### src/rtl/cu_pkg.sv
// cu_pkg: shared types and encodings for the multi-cycle control unit.
// Holds the state encodings, opcode constants, the ExtSel/RegDst/PCSrc/ALUOp
// encodings and small opcode-classification helpers.
// Optional feature macro: CU_HALT_EN (adds a HALT state; internal state widens to 4 bits).
package cu_pkg;

`ifdef CU_HALT_EN
    localparam int unsigned STATE_W = 4;
`else
    localparam int unsigned STATE_W = 3;
`endif

    typedef enum logic [STATE_W-1:0] {
        S_IF    = STATE_W'(0),
        S_ID    = STATE_W'(1),
        S_EXE_M = STATE_W'(2),
        S_MEM   = STATE_W'(3),
        S_WB_M  = STATE_W'(4),
        S_EXE_B = STATE_W'(5),
        S_EXE_A = STATE_W'(6),
`ifdef CU_HALT_EN
        S_HALT  = STATE_W'(8),
`endif
        S_WB_A  = STATE_W'(7)
    } state_t;

    // Opcodes (IR[31:26])
    localparam logic [5:0] OP_ADD   = 6'b000000;
    localparam logic [5:0] OP_SUB   = 6'b000001;
    localparam logic [5:0] OP_ADDIU = 6'b000010;
    localparam logic [5:0] OP_AND   = 6'b010000;
    localparam logic [5:0] OP_ANDI  = 6'b010001;
    localparam logic [5:0] OP_ORI   = 6'b010010;
    localparam logic [5:0] OP_XOR   = 6'b010011;
    localparam logic [5:0] OP_SLL   = 6'b011000;
    localparam logic [5:0] OP_SLTI  = 6'b100110;
    localparam logic [5:0] OP_SW    = 6'b110000;
    localparam logic [5:0] OP_LW    = 6'b110001;
    localparam logic [5:0] OP_BEQ   = 6'b110100;
    localparam logic [5:0] OP_BNE   = 6'b110101;
    localparam logic [5:0] OP_BLTZ  = 6'b110110;
    localparam logic [5:0] OP_J     = 6'b111000;
    localparam logic [5:0] OP_JR    = 6'b111001;
    localparam logic [5:0] OP_JAL   = 6'b111010;
    localparam logic [5:0] OP_HALT  = 6'b111111;

    localparam logic [1:0] EXT_SA   = 2'b00;
    localparam logic [1:0] EXT_ZERO = 2'b01;
    localparam logic [1:0] EXT_SIGN = 2'b10;

    localparam logic [1:0] REGDST_R31 = 2'b00;
    localparam logic [1:0] REGDST_RT  = 2'b01;
    localparam logic [1:0] REGDST_RD  = 2'b10;

    localparam logic [1:0] PCSRC_NEXT   = 2'b00;
    localparam logic [1:0] PCSRC_BRANCH = 2'b01;
    localparam logic [1:0] PCSRC_JR     = 2'b10;
    localparam logic [1:0] PCSRC_JUMP   = 2'b11;

    localparam logic [2:0] ALU_ADD = 3'b000;
    localparam logic [2:0] ALU_SUB = 3'b001;
    localparam logic [2:0] ALU_SLL = 3'b010;
    localparam logic [2:0] ALU_OR  = 3'b011;
    localparam logic [2:0] ALU_AND = 3'b100;
    localparam logic [2:0] ALU_SLT = 3'b110;
    localparam logic [2:0] ALU_XOR = 3'b111;

    function automatic logic is_alu(input logic [5:0] op);
        case (op)
            OP_ADD, OP_SUB, OP_ADDIU, OP_AND, OP_ANDI,
            OP_ORI, OP_XOR, OP_SLL, OP_SLTI: return 1'b1;
            default:                         return 1'b0;
        endcase
    endfunction

    // ALU ops whose second operand is the extended immediate (write to rt)
    function automatic logic is_imm(input logic [5:0] op);
        case (op)
            OP_ADDIU, OP_ANDI, OP_ORI, OP_SLTI: return 1'b1;
            default:                            return 1'b0;
        endcase
    endfunction

    function automatic logic is_branch(input logic [5:0] op);
        return (op == OP_BEQ) || (op == OP_BNE) || (op == OP_BLTZ);
    endfunction

    function automatic logic is_mem(input logic [5:0] op);
        return (op == OP_SW) || (op == OP_LW);
    endfunction

    function automatic logic [2:0] alu_op_of(input logic [5:0] op);
        case (op)
            OP_SUB:          return ALU_SUB;
            OP_AND, OP_ANDI: return ALU_AND;
            OP_ORI:          return ALU_OR;
            OP_XOR:          return ALU_XOR;
            OP_SLL:          return ALU_SLL;
            OP_SLTI:         return ALU_SLT;
            default:         return ALU_ADD;
        endcase
    endfunction

    function automatic logic [1:0] ext_sel_of(input logic [5:0] op);
        case (op)
            OP_SLL:          return EXT_SA;
            OP_ANDI, OP_ORI: return EXT_ZERO;
            default:         return EXT_SIGN;
        endcase
    endfunction

endpackage

### src/rtl/cu_decode.sv
// cu_decode: purely combinational datapath-control decoder.
// Inputs : rst (forces write enables low), state, opcode, zero, sign.
// Outputs: PCWre, IRWre, InsMemRW, RegDst, RegWre, WrRegDSrc, ALUSrcA,
//          ALUSrcB, ALUOp, DBDataSrc, mRD, mWR, ExtSel, PCSrc.
// Optional feature macro: CU_HALT_EN (halt in ID does not update the PC).
module cu_decode
    import cu_pkg::*;
(
    input  logic       rst,
    input  state_t     state,
    input  logic [5:0] opcode,
    input  logic       zero,
    input  logic       sign,
    output logic       PCWre,
    output logic       IRWre,
    output logic       InsMemRW,
    output logic [1:0] RegDst,
    output logic       RegWre,
    output logic       WrRegDSrc,
    output logic       ALUSrcA,
    output logic       ALUSrcB,
    output logic [2:0] ALUOp,
    output logic       DBDataSrc,
    output logic       mRD,
    output logic       mWR,
    output logic [1:0] ExtSel,
    output logic [1:0] PCSrc
);

    logic pc_wre;
    logic ir_wre;
    logic reg_wre;
    logic m_wr;
    logic taken;

    assign taken = ((opcode == OP_BEQ)  &&  zero) ||
                   ((opcode == OP_BNE)  && !zero) ||
                   ((opcode == OP_BLTZ) &&  sign);

    // Per-state control decode; everything not named for a state stays 0
    always_comb begin
        pc_wre    = 1'b0;
        ir_wre    = 1'b0;
        reg_wre   = 1'b0;
        m_wr      = 1'b0;
        InsMemRW  = 1'b0;
        RegDst    = REGDST_R31;
        WrRegDSrc = 1'b0;
        ALUSrcA   = 1'b0;
        ALUSrcB   = 1'b0;
        ALUOp     = ALU_ADD;
        DBDataSrc = 1'b0;
        mRD       = 1'b0;
        PCSrc     = PCSRC_NEXT;
        ExtSel    = ext_sel_of(opcode);
        case (state)
            S_IF: begin
                ir_wre   = 1'b1;
                InsMemRW = 1'b1;
            end
            S_ID: begin
                // Jumps and illegal opcodes finish here
                if (!(is_alu(opcode) || is_branch(opcode) || is_mem(opcode))) begin
`ifdef CU_HALT_EN
                    pc_wre = (opcode != OP_HALT);
`else
                    pc_wre = 1'b1;
`endif
                    case (opcode)
                        OP_JR: PCSrc = PCSRC_JR;
                        OP_J:  PCSrc = PCSRC_JUMP;
                        OP_JAL: begin
                            PCSrc     = PCSRC_JUMP;
                            reg_wre   = 1'b1;
                            RegDst    = REGDST_R31;
                            WrRegDSrc = 1'b0;
                        end
                        default: PCSrc = PCSRC_NEXT;
                    endcase
                end
            end
            S_EXE_A: begin
                ALUOp   = alu_op_of(opcode);
                ALUSrcA = (opcode == OP_SLL);
                ALUSrcB = is_imm(opcode);
            end
            S_WB_A: begin
                reg_wre   = 1'b1;
                pc_wre    = 1'b1;
                WrRegDSrc = 1'b1;
                RegDst    = is_imm(opcode) ? REGDST_RT : REGDST_RD;
            end
            S_EXE_B: begin
                ALUOp  = ALU_SUB;
                pc_wre = 1'b1;
                PCSrc  = taken ? PCSRC_BRANCH : PCSRC_NEXT;
            end
            S_EXE_M: begin
                ALUOp   = ALU_ADD;
                ALUSrcB = 1'b1;
            end
            S_MEM: begin
                if (opcode == OP_SW) begin
                    m_wr   = 1'b1;
                    pc_wre = 1'b1;
                end else begin
                    mRD = 1'b1;
                end
            end
            S_WB_M: begin
                DBDataSrc = 1'b1;
                reg_wre   = 1'b1;
                RegDst    = REGDST_RT;
                WrRegDSrc = 1'b1;
                pc_wre    = 1'b1;
            end
            default: ;
        endcase
    end

    // Reset overrides state-driven write enables immediately
    assign PCWre  = pc_wre  & ~rst;
    assign IRWre  = ir_wre  & ~rst;
    assign RegWre = reg_wre & ~rst;
    assign mWR    = m_wr    & ~rst;

endmodule

### src/rtl/multicycle_control_unit.sv
// multicycle_control_unit: multi-cycle CPU control FSM
// (IF/ID/EXE/MEM/WB). Holds the state register and next-state logic;
// the control outputs come from the combinational cu_decode instance.
// Inputs : CLK, RST (async, active-high), opcode[5:0], zero, sign.
// Outputs: state[2:0] plus all datapath control lines.
// Optional feature macro: CU_HALT_EN (halt opcode parks the FSM in HALT until RST;
//          the state port then reads 3'b000).
module multicycle_control_unit
    import cu_pkg::*;
(
    input  logic       CLK,
    input  logic       RST,
    input  logic [5:0] opcode,
    input  logic       zero,
    input  logic       sign,
    output logic [2:0] state,
    output logic       PCWre,
    output logic       IRWre,
    output logic       InsMemRW,
    output logic [1:0] RegDst,
    output logic       RegWre,
    output logic       WrRegDSrc,
    output logic       ALUSrcA,
    output logic       ALUSrcB,
    output logic [2:0] ALUOp,
    output logic       DBDataSrc,
    output logic       mRD,
    output logic       mWR,
    output logic [1:0] ExtSel,
    output logic [1:0] PCSrc
);

    state_t state_q;
    state_t state_d;

    // State register
    always_ff @(posedge CLK or posedge RST) begin
        if (RST) state_q <= S_IF;
        else     state_q <= state_d;
    end

    // Next-state logic
    always_comb begin
        state_d = state_q;
        case (state_q)
            S_IF: state_d = S_ID;
            S_ID: begin
                if (is_alu(opcode))         state_d = S_EXE_A;
                else if (is_branch(opcode)) state_d = S_EXE_B;
                else if (is_mem(opcode))    state_d = S_EXE_M;
`ifdef CU_HALT_EN
                else if (opcode == OP_HALT) state_d = S_HALT;
`endif
                else                        state_d = S_IF;
            end
            S_EXE_A: state_d = S_WB_A;
            S_WB_A:  state_d = S_IF;
            S_EXE_B: state_d = S_IF;
            S_EXE_M: state_d = S_MEM;
            S_MEM:   state_d = (opcode == OP_LW) ? S_WB_M : S_IF;
            S_WB_M:  state_d = S_IF;
`ifdef CU_HALT_EN
            S_HALT:  state_d = S_HALT;
`endif
            default: state_d = S_IF;
        endcase
    end

    // HALT encodes as 4'b1000, so the visible low bits read as 000
    assign state = state_q[2:0];

    cu_decode u_decode (
        .rst       (RST),
        .state     (state_q),
        .opcode    (opcode),
        .zero      (zero),
        .sign      (sign),
        .PCWre     (PCWre),
        .IRWre     (IRWre),
        .InsMemRW  (InsMemRW),
        .RegDst    (RegDst),
        .RegWre    (RegWre),
        .WrRegDSrc (WrRegDSrc),
        .ALUSrcA   (ALUSrcA),
        .ALUSrcB   (ALUSrcB),
        .ALUOp     (ALUOp),
        .DBDataSrc (DBDataSrc),
        .mRD       (mRD),
        .mWR       (mWR),
        .ExtSel    (ExtSel),
        .PCSrc     (PCSrc)
    );

endmodule

### config.mk
export PLATFORM = sky130hd
export DESIGN_NAME = multicycle_control_unit
export DESIGN_NICKNAME = d
export VERILOG_FILES = /design/src/rtl/cu_pkg.sv /design/src/rtl/cu_decode.sv /design/src/rtl/multicycle_control_unit.sv
export SDC_FILE = /design/constraint.sdc
export NUM_CORES = 1
export LEC_CHECK = 0
export BUFFER_PORTS_ARGS = -buffer_cell sky130_fd_sc_hd__buf_2
export CAP_MARGIN = 40
export CORE_AREA = 5 5 44 46
export DETAILED_ROUTE_END_ITERATION = 8
export DIE_AREA = 0 0 49 51
export GPL_TIMING_DRIVEN = 0
export MAX_ROUTING_LAYER = met4
export PLACE_DENSITY = 0.76
export SETUP_SLACK_MARGIN = 0.3
export SLEW_MARGIN = 5
export SYNTH_ARGS = -nofsm -noshare
export SYNTH_HDL_FRONTEND = slang
export SYNTH_SLANG_ARGS = --single-unit
export TNS_END_PERCENT = 20
### constraint.sdc
create_clock -name CLK -period 1.9 [get_ports CLK]
set_input_delay 0 -clock CLK [delete_from_list [all_inputs] [get_ports CLK]]
set_output_delay 0 -clock CLK [all_outputs]
set_load 0.02 [all_outputs]
==> reports/metrics.yaml, run 1 <==
sta:
  worst_clock_skew_ns: 0.003755
  max_freq_ghz: 0.4555
  tightestPinTransition_ns: 0.7565
  finalWorstSetupSlack_ns: -0.2956
  finalCriticalPeriod_ns: 2.196
  whs_ns: 0.1608
  rsz0062_at_grt: "yes"
  setup-tns-final_ns: -0.2956
  final-hold-violation-count: 0
  layout_worst_path_cycle_share_pct: 115.6
  slew_violations: 0
  finalSetupViolations: 1
  timing.slew.headroom_pct: 48.26
synth:
  async_set_or_reset_flop_fraction_in_the_synthesized_netlist_pct: 100.0
  synth.ff_latch_count: 3
  seq_total_area_yosys_pct: 11.83
  synth-adder-area-share_pct: 0
  post_synth_num_cell_types: 41
  synth_top_flop_cell: "sky130_fd_sc_hd__dfrtp_1"
  synth_compound_gate_area_share_pct: 28.60
  syn_nets: 105
  xor_xnor_share_of_the_synthesized_area_pct: 2.761
  synth_simple_gate_area_share_pct: 46.75
  synthMuxAreaShare_pct: 1.578
  synth_area_per_cell_um2: 6.677
  netlist_area_um2: 634.4
  postSynthCellCount: 95
  synth-edff-count: 0
  synth_top_family_by_area: "simple AND/OR/NAND/NOR gates"
  yosysWarnings: 0
critical_path:
  reg2reg_depth: 5
  cp_launch_type: "flop"
  critPathMostFrequentCell: "sky130_fd_sc_hd__or3b_4"
  cp_cell_sequence: "or3b_4 -> or4_4 -> or3b_4 -> a21oi_4 -> buf_6"
  worstSetupEndpointType: "output pin"
  cp_data_required_time_ns: 1.90
  critical_path_class: "reg2out"
  crit_path_max_fanout: 3
  cp_slowest_stage_delay_ns: 0.50
  cp_slowest_cell: "sky130_fd_sc_hd__or4_4"
  cp_data_arrival_time_ns: 2.20
die:
  fp.dieW_um: 49
  placeableCoreArea_mm2: 0.001471
  die_h_um: 51
  initial_utilization_pct: 43.11
  placementRows: 14
  floorplan_die_area_mm2: 0.002499
  num_io_pins: 32
finish:
  finish.cell_count_without_fillers: 147
  utilization_pct: 60.71
  insertedDiodeCount: 0
  final_common_cell: "sky130_fd_sc_hd__buf_2"
  finalInstanceArea_um2: 893.4
  final_nets: 142
  drive_gt1_share_pct: 38.93
  largest_register_ff_count: 3
  area_growth_pct: 40.83
  most-common-layout-cells: "sky130_fd_sc_hd__buf_2 (30), sky130_fd_sc_hd__a21oi_1 (8), sky130_fd_sc_hd__nor2_1 (7)"
run_status:
  outcome: "finished, violations left"
  violations_in_the_final_reports: "setup timing"
clocking:
  clock_latency_ns: 0.23
  cts.path.max_buffers: 2
  clk_pin_slew_ns: 0.04
  clk_root_buffer_cell: "sky130_fd_sc_hd__clkbuf_4"
  cts_made_buffers: 3
  clock_sinks: 3
  h-tree-depth: 1
  cts_tree: "done"
grt:
  first_pass_grt_wire_length_mm: 3.394
  grt_start_max_net_pins: 11
  number_of_antenna_violations_at_the_first_check_in_global_routing: 0
  gr-total-overflow: 0
  first_global_vias: 754
  globalRouteTotalUtil_pct: 17.16
power_and_ir_drop:
  cellLeakagePower_nw: 0.4315
  peakVddDrop_mv: 0.3167
  post-layout-total-power_uw: 767.6
  power-per-cell-area_mw_per_mm2: 859.2
place:
  gp_congestion: 0.9073
  placement.cell_area_um2: 823.3
  port_buffers: 31
  dpl_worst_slack_ns: -0.08170
  place_hpwl_mm: 1.581
  dpl.cell_count: 142
route:
  route.vias.total: 832
  ant_nets: 0
  drtIter0Drc: 20
  finalWirelength_mm: 2.013
  routed_wire_length_per_instance_um: 13.69
  detailedRoute.firstPassIterationCount: 4
  route.detailed.drc: 0
  detail_route.vias_per_cell: 5.660
min_path:
  hold-path-cell-count: 4
  type_of_the_tightest_min_delay_check: "in2reg"
flow_run:
  maxCapViolations: 0
[layer usage]
layer / wire [um] / track usage (%)
met5: 0 / -
met4: 9 / 6.278
met3: 181 / 4.070
met2: 907 / 27.17
met1: 914 / 21.23
[path summary, 6_finish.rpt]
kind                                    start            endpoint  slack [ns]
setup reg to reg           state[0]$_DFF_PP0_  state[2]$_DFF_PP0_        0.67
setup / recovery           state[2]$_DFF_PP0_              RegWre       -0.30
min in group asynchronous                 RST  state[0]$_DFF_PP0_        0.27
hold / removal                      opcode[3]  state[0]$_DFF_PP0_        0.16
max in group asynchronous                 RST  state[2]$_DFF_PP0_        1.44
hold reg to reg            state[2]$_DFF_PP0_  state[1]$_DFF_PP0_        0.61
[power by group]
part	internal, mW	switching (mW)	total (mW)	leakage [nW]
combinational	0.211	0.334	0.545	0.382
clock	0.0785	0.0304	0.109	0.0150
sequential	0.0928	0.0213	0.114	0.0347
total	0.382	0.385	0.768	0.432
[layout make-up]
class                   instances  area [um^2]
plain buffers                   7        38.79
clock buffers                   4        26.28
fillers                       153        578.1
inverters                       6        22.52
multi-input cells              79        533.0
flip-flops and latches          3        78.83
well taps                      16        20.02
repair buffers                 32        173.9
[logic make-up after synthesis]
family	after synthesis
and+or+nand+nor	49
AOI/OAI and AO/OA	27
buffers and inverters	13
DFF	3
xor gates and xnor gates	2
muxes	1
[critical path: cells and delay by family, from the launching register on]
| kind | cells | cell delay (ns) |
|---|---|---|
| AO/OA/AOI/OAI | 1 | 0.13 |
| buffers and inverters | 1 | 0.12 |
| flip-flops | 1 | 0.40 |
| AND/OR/NAND/NOR | 3 | 1.31 |
[cell usage after synthesis (2+ instances only)]
cell | n | area [um^2]
sky130_fd_sc_hd__nor3b_1 | 2 | 15.01
sky130_fd_sc_hd__or3b_1 | 2 | 17.52
sky130_fd_sc_hd__inv_1 | 4 | 15.01
sky130_fd_sc_hd__nor2b_1 | 6 | 37.54
sky130_fd_sc_hd__a31oi_1 | 2 | 12.51
sky130_fd_sc_hd__nor4b_1 | 2 | 17.52
sky130_fd_sc_hd__clkbuf_1 | 5 | 18.77
sky130_fd_sc_hd__a21oi_1 | 8 | 40.04
sky130_fd_sc_hd__dfrtp_1 | 3 | 75.07
sky130_fd_sc_hd__nand2_1 | 5 | 18.77
sky130_fd_sc_hd__o21ai_1 | 3 | 15.01
sky130_fd_sc_hd__o32ai_1 | 2 | 17.52
sky130_fd_sc_hd__nand2b_1 | 5 | 31.28
sky130_fd_sc_hd__o21ai_0 | 3 | 15.01
sky130_fd_sc_hd__nand3_1 | 2 | 10.01
sky130_fd_sc_hd__xnor2_1 | 2 | 17.52
sky130_fd_sc_hd__nor4_1 | 2 | 12.51
sky130_fd_sc_hd__nor2_1 | 7 | 26.28
sky130_fd_sc_hd__inv_2 | 2 | 7.510
sky130_fd_sc_hd__nor3_1 | 7 | 35.03
[repair_timing]
item	in CTS	in global routing
hold endpoints to repair	3	0
resized for setup	8	3
setup buffers	0	0
hold buffers	1	0
endpoints found under the setup margin	9	7
(Power assumes the default switching activity.)
==> run 2: changes to the inputs <==
Settings changed: ABC_AREA set to 1, CORE_AREA 5 5 44 46 to 5 5 43 45, DIE_AREA 0 0 49 51 to 0 0 48 50.
==> run 2 against run 1 <==
The run now ends clean. Count of clock-buffer cells in the layout unchanged. Die area decreased by 4.0%. Hold slack got worse by 0.033 ns. Sequential power increased by 22%. Power decreased by 7.5%. Critical path type unchanged. Critical endpoint unchanged. Largest power group unchanged. Highest routed layer unchanged.
==> reports/metrics.yaml, run 2 <==
synth:
  netlist_area_um2: 588.1  # -7.3%
  synth-edff-count: 0  # unchanged
  synth_commonest_cells: "sky130_fd_sc_hd__nand2_1 (25), sky130_fd_sc_hd__inv_1 (24), sky130_fd_sc_hd__nor2_1 (22)"
  async_set_or_reset_flop_fraction_in_the_synthesized_netlist_pct: 100.0  # unchanged
  seq_total_area_yosys_pct: 12.77  # +0.93 points
  yosysWarnings: 0  # unchanged
  synth.ff_latch_count: 3  # unchanged
  synth_top_flop_cell: "sky130_fd_sc_hd__dfrtp_1"
  synthDominantAreaCellType: "sky130_fd_sc_hd__nand2_1"
  post_synth_num_cell_types: 20  # -51%
  syn_nets: 122  # +16%
  synth_area_per_cell_um2: 5.251  # -21%
  yosysMostFrequentCell: "sky130_fd_sc_hd__nand2_1"
  synth.top_cells.by_area: "sky130_fd_sc_hd__nand2_1 (16%), sky130_fd_sc_hd__inv_1 (15%), sky130_fd_sc_hd__nor2_1 (14%), sky130_fd_sc_hd__dfrtp_1 (13%), sky130_fd_sc_hd__nand3_1 (12%)"
  synth_largest_type_area_fraction_pct: 15.96  # +4.1 points
  postSynthCellCount: 112  # +18%
finish:
  drive_gt1_share_pct: 35.57  # -3.4 points
  final_nets: 160  # +13%
  final_common_cell: "sky130_fd_sc_hd__buf_2"
  most-common-layout-cells: "sky130_fd_sc_hd__buf_2 (30), sky130_fd_sc_hd__nand2_1 (24), sky130_fd_sc_hd__inv_1 (23)"
  largest_register_ff_count: 3  # unchanged
  utilization_pct: 57.32  # -3.4 points
  nFillCells: 145  # -5.2%
  area_growth_pct: 40.00
  insertedDiodeCount: 0  # unchanged
critical_path:
  crit_path_max_fanout: 8  # +5
  reg2reg_depth: 4  # -1
  worstSetupEndpointType: "output pin"
  crit_path_end: "RegWre"
  r2r_start: "state[2]$_DFF_PP0_"
  crit-reg2reg-capture: "state[2]$_DFF_PP0_"
  cp-startpoint: "state[2]$_DFF_PP0_"
  cp_data_required_time_ns: 1.90  # about the same
  slack_of_the_worst_reg_to_reg_path_ns: 0.78  # +0.11 ns
  critical_path_class: "reg2out"
  cp_data_arrival_time_ns: 1.50  # -0.70 ns
  cp_launch_type: "flop"
die:
  initial_utilization_pct: 40.94  # -2.2 points
  num_io_pins: 32  # unchanged
  die_h_um: 50  # -2.0%
  fp.dieW_um: 48  # -2.0%
  placementRows: 14  # unchanged
  placeableCoreArea_mm2: 0.001436  # -2.4%
  floorplan_die_area_mm2: 0.002400  # -4.0%
clocking:
  cts_tree: "done"
  cts.path.max_buffers: 2  # unchanged
  clk_root_buffer_cell: "sky130_fd_sc_hd__clkbuf_4"
  clock_sinks: 3  # unchanged
  clk_pin_slew_ns: 0.04  # about the same
  h-tree-depth: 1  # unchanged
  clock_latency_ns: 0.24  # about the same
  cts_made_buffers: 3  # unchanged
place:
  gp_congestion: 0.9237  # +1.8%
  port_buffers: 31  # unchanged
  place_hpwl_mm: 1.477  # -6.6%
  dpl_worst_slack_ns: 0.5856  # +0.6673 ns
route:
  finalWirelength_mm: 1.766  # -12%
  detailedRoute.firstPassIterationCount: 4  # unchanged
  detail_route.vias_per_cell: 4.915  # -13%
  route.detailed.drc: 0  # unchanged
  route.vias.total: 811  # -2.5%
  ant_nets: 0  # unchanged
  drtIter0Drc: 16  # -20%
  routed_wire_length_per_instance_um: 10.70  # -22%
sta:
  rsz0062_at_grt: "yes"
  timing.slew.headroom_pct: 80.96  # +33 points
  finalCriticalPeriod_ns: 1.499  # -0.6971 ns
  max_freq_ghz: 0.6673  # +47%
  tightestPinTransition_ns: 0.2856  # -0.4709 ns
  worst_clock_skew_ns: 0.003267  # -0.0004885 ns
  finalWorstSetupSlack_ns: 0.4015  # +0.6971 ns
  setup-tns-final_ns: 0  # +0.2956 ns
  final-hold-violation-count: 0  # unchanged
  slew_violations: 0  # unchanged
  layout_worst_path_cycle_share_pct: 78.87  # -37 points
  whs_ns: 0.1279  # -0.03291 ns
  finalSetupViolations: 0  # -1
grt:
  grt_use_met1_pct: 17.77  # -3.5 points
  grtUsageMet3_pct: 1.818  # -2.3 points
  number_of_antenna_violations_at_the_first_check_in_global_routing: 0  # unchanged
  globalRouteTotalUtil_pct: 16.56  # -0.60 points
  grt_use_met2_pct: 28.41  # +1.2 points
  first_global_vias: 743  # -1.5%
  top_usage_layer: "met2"
  first_pass_grt_wire_length_mm: 2.904  # -14%
  gr-total-overflow: 0  # unchanged
  grt_start_max_net_pins: 9  # -2
min_path:
  type_of_the_tightest_min_delay_check: "in2reg"
power_and_ir_drop:
  cellLeakagePower_nw: 0.5257  # +22%
  peakVddDrop_mv: 0.3735  # +18%
  power-per-cell-area_mw_per_mm2: 862.7  # +0.40%
  post-layout-total-power_uw: 710.2  # -7.5%
run_status:
  outcome: "complete, no violations"
flow_run:
  maxCapViolations: 0  # unchanged
run 2: cell count changes in the layout (fill, tap and decap cells not counted), sizes merged, moves of 3 or more:
cell,previous run,this run
inv,6,25
or3b,3,0
nor2b,6,0
clkbuf,8,4
nand2b,5,0
nand2,5,28
nor3,7,0
a21oi,9,3
nor2,7,27
nand3,2,17
run 2: kinds of logic (layout without fill, tap and decap cells):
logic type / Yosys count / in the layout / synth area share [%]
compound gates: 10 / 10 / 10.43
flops: 3 / 3 / 12.77
simple gates: 74 / 74 / 60.85
buf+inv: 25 / 62 / 15.96
run 2: per-layer routing:
layer,up-vias,wire length (um)
met2,35,852
met4,0,23
met5,-,0
li1,427,-
met3,3,180
met1,346,710
run 2: layout make-up:
| class | count | area (um^2) | share of cell area (%) |
|---|---|---|---|
| flip-flops and latches | 3 | 77.57 | 9.422 |
| repair buffers | 33 | 175.2 | 21.28 |
| inverters | 25 | 93.84 | 11.40 |
| multi-input cells | 84 | 430.4 | 52.28 |
| well taps | 16 | 20.02 | 2.432 |
| clock buffers | 4 | 26.28 | 3.191 |
run 2: how the worst min path moves through the flow:
stage	startpoint	slack [ns]	endpoint	depth (start not counted)
2_1_floorplan	RST	-0.25	state[0]$_DFF_PP0_	1
3_3_place_gp	RST	-0.08	state[2]$_DFF_PP0_	2
3_5_place_dp	RST	-0.08	state[2]$_DFF_PP0_	2
4_1_cts	opcode[2]	0.13	state[2]$_DFF_PP0_	4
5_1_grt	opcode[2]	0.16	state[2]$_DFF_PP0_	4
6_report	opcode[2]	0.13	state[2]$_DFF_PP0_	4
run 2: critical path: stages, from the launching register on:
cell,delay (ns)
sky130_fd_sc_hd__dfrtp_1,0.50
sky130_fd_sc_hd__nand2_1,0.15
sky130_fd_sc_hd__nor2_2,0.13
sky130_fd_sc_hd__inv_1,0.05
sky130_fd_sc_hd__nand2_1,0.06
sky130_fd_sc_hd__inv_1,0.07
sky130_fd_sc_hd__a21oi_2,0.13
sky130_fd_sc_hd__buf_2,0.17
run 2: power breakdown:
group	leakage (nW)	internal (mW)	switching, mW
clock network	0.0150	0.0791	0.0400
logic	0.474	0.162	0.290
registers	0.0364	0.0905	0.0484
run 2: through the flow:
stage,std cells,area [um^2]
2_1_floorplan,112,591.8
3_3_place_gp,159,767.0
3_5_place_dp,159,767.0
4_1_cts,164,803.3
5_1_grt,165,823.3
6_report,165,823.3
run 2: what timing repair did:
action                                  4_1_cts  5_1_grt
buffers inserted                              0        1
resized for setup                             0        6
hold endpoints to repair                      3        0
hold buffers                                  1        0
endpoints found under the setup margin        0        3
==> run 3: changes to the inputs <==
Clock period 1.9 ns to 1.4 ns, I/O delays scaled along.
==> run 3 against run 2 <==
Sequential share of layout area shrank 1.8 points. Final cell count up 6.1%. Via count grew 11%. Global-route usage rose by 1.3 points. Critical endpoint is now PCWre. Largest power group unchanged.
==> reports/metrics.yaml, run 3 (synthesized netlist as in run 2, its figures left out) <==
sta:
  final-hold-violation-count: 0  # unchanged
  max_freq_ghz: 0.7252
  finalSetupViolations: 0  # unchanged
  slew_violations: 0  # unchanged
  layout_worst_path_cycle_share_pct: 98.50
  finalWorstSetupSlack_ns: 0.02104  # -0.3804 ns
  rsz0062_at_grt: "yes"
  timing.slew.headroom_pct: 80.78  # -0.19 points
  tightestPinTransition_ns: 0.2884  # +0.002796 ns
  finalCriticalPeriod_ns: 1.379
  worst_clock_skew_ns: 0.004239  # +0.0009719 ns
die:
  placeableCoreArea_mm2: 0.001436  # unchanged
  num_io_pins: 32  # unchanged
  die_h_um: 50  # unchanged
  fp.dieW_um: 48  # unchanged
  placementRows: 14  # unchanged
  floorplan_die_area_mm2: 0.002400  # unchanged
  initial_utilization_pct: 40.94  # unchanged
grt:
  first_pass_grt_wire_length_mm: 3.208  # +10%
  gr-total-overflow: 0  # unchanged
  grt_start_max_net_pins: 8  # -1
  globalRouteTotalUtil_pct: 17.88  # +1.3 points
  first_global_vias: 829  # +12%
  number_of_antenna_violations_at_the_first_check_in_global_routing: 0  # unchanged
critical_path:
  slack_of_the_worst_reg_to_reg_path_ns: 0.29  # -0.49 ns
  critical_path_class: "reg2out"
  reg2reg_depth: 6  # +2
  cp_data_required_time_ns: 1.40  # -0.50 ns
  crit-reg2reg-capture: "state[2]$_DFF_PP0_"
  crit_path_end: "PCWre"
  cp-startpoint: "state[1]$_DFF_PP0_"
  r2r_start: "state[0]$_DFF_PP0_"
  worstSetupEndpointType: "output pin"
  crit_path_max_fanout: 3  # -5
  cp_data_arrival_time_ns: 1.38  # -0.12 ns
  cp_launch_type: "flop"
clocking:
  clk_pin_slew_ns: 0.04  # about the same
  cts.path.max_buffers: 2  # unchanged
  h-tree-depth: 1  # unchanged
  clock_sinks: 3  # unchanged
  cts_made_buffers: 3  # unchanged
  cts_tree: "done"
  clk_root_buffer_cell: "sky130_fd_sc_hd__clkbuf_4"
  clock_latency_ns: 0.23  # about the same
route:
  detail_route.vias_per_cell: 5.160  # +5.0%
  drtIter0Drc: 22  # +6
  finalWirelength_mm: 2.128  # +20%
  detailedRoute.firstPassIterationCount: 4  # unchanged
  route.vias.total: 903  # +11%
  ant_nets: 0  # unchanged
  routed_wire_length_per_instance_um: 12.16  # +14%
  route.detailed.drc: 0  # unchanged
power_and_ir_drop:
  power.switching_uw: 673.2  # +78%
  p_seq_share_pct: 13.2  # -6.4 points
  power_report.internal_total_uw: 691.2  # +110%
  switching_share_pct: 49.34  # -3.9 points
  clock_power_share_pct: 11.0  # -5.8 points
  power_frac_comb_pct: 75.8  # +12 points
  power-per-cell-area_mw_per_mm2: 1314  # +52%
  peakVddDrop_mv: 0.5946  # +59%
  post-layout-total-power_mw: 1.364  # +92%
  cellLeakagePower_nw: 0.5911  # +12%
finish:
  multi_input_area_um2: 515.5  # +20%
  utilization_pct: 72.30  # +15 points
  final_nets: 170  # +6.3%
  insertedDiodeCount: 0  # unchanged
  area_growth_pct: 76.60
  largest_register_ff_count: 3  # unchanged
  most-common-layout-cells: "sky130_fd_sc_hd__nand2_1 (21), sky130_fd_sc_hd__buf_2 (21), sky130_fd_sc_hd__inv_1 (19)"
  finalInstanceArea_mm2: 0.001039  # +26%
  seqCellArea_um2: 78.83  # +1.6%
  nFillCells: 124  # -14%
  finish.cell_count_without_fillers: 175  # +6.1%
  drive_gt1_share_pct: 49.06  # +13 points
min_path:
  type_of_the_tightest_min_delay_check: "in2reg"
flow_run:
  maxCapViolations: 0  # unchanged
place:
  place_hpwl_mm: 1.452  # -1.7%
  dpl.cell_count: 159  # unchanged
  dpl_worst_slack_ns: 0.09860  # -0.4870 ns
  placement.cell_area_um2: 819.5  # +6.9%
  gp_congestion: 0.8985  # -2.7%
  port_buffers: 31  # unchanged
run_status:
  outcome: "complete, no violations"
run 3: cell count changes in the layout (fill, tap and decap cells not counted), sizes merged:
cell / previous run / this run
buf: 32 / 42
run 3: per-stage QoR:
step / hold slack (ns) / TNS, ns
after floorplan: -0.2463 / 0
after detailed placement: -0.05158 / 0
after global placement: -0.05247 / 0
after global routing: 0.1983 / -0.1207
final: 0.1488 / 0
after CTS: 0.1497 / 0
run 3: worst min-delay path by stage:
stage	from	to	slack (ns)	cells past startpoint
after floorplan	RST	state[0]$_DFF_PP0_	-0.25	1
after global placement	RST	state[0]$_DFF_PP0_	-0.05	2
after detailed placement	RST	state[0]$_DFF_PP0_	-0.05	2
after CTS	opcode[2]	state[2]$_DFF_PP0_	0.15	4
after global routing	opcode[2]	state[2]$_DFF_PP0_	0.20	4
final	opcode[2]	state[2]$_DFF_PP0_	0.15	4
run 3: per-layer routing:
metal  wire length, um  global-route usage (%)  vias up
li1                  -                       -      444
met3               148                   1.818        6
met2              1107                   30.18       45
met5                 0                       -        -
met1               838                   20.52      408
met4                34                   7.175        0
run 3: cell type report:
| type | instances | area share, % |
|---|---|---|
| Clock buffer | 4 | 2.530 |
| Inverter | 25 | 9.518 |
| Multi-Input combinational cell | 84 | 49.64 |
| Sequential cell | 3 | 7.590 |
| Tap cell | 16 | 1.928 |
| Timing Repair Buffer | 43 | 28.80 |
run 3: power by group through the flow:
stage               Combinational [mW]  Sequential, mW  Clock (mW)
finish                            1.03           0.180       0.151
global route                      1.11           0.183       0.155
CTS                              0.890           0.161       0.150
detailed placement               0.598           0.190           0
global placement                 0.595           0.189           0
floorplan                        0.392           0.219           0
run 3: timing repair:
action	4_1_cts	5_1_grt
cloned	0	0
endpoints found under the setup margin	16	19
resized for setup	10	21
hold buffers	1	0
setup buffers	11	0
hold endpoints to repair	3	0
pin swaps	6	5
run 3: critical path: stages, from the launching register on:
cell and delay (ns):
sky130_fd_sc_hd__dfrtp_2 0.42, sky130_fd_sc_hd__inv_4 0.08, sky130_fd_sc_hd__nand2_4 0.05, sky130_fd_sc_hd__nor2_4 0.11
sky130_fd_sc_hd__nand2_2 0.08, sky130_fd_sc_hd__inv_2 0.07, sky130_fd_sc_hd__nand3_4 0.08, sky130_fd_sc_hd__a21oi_4 0.13
sky130_fd_sc_hd__buf_6 0.13
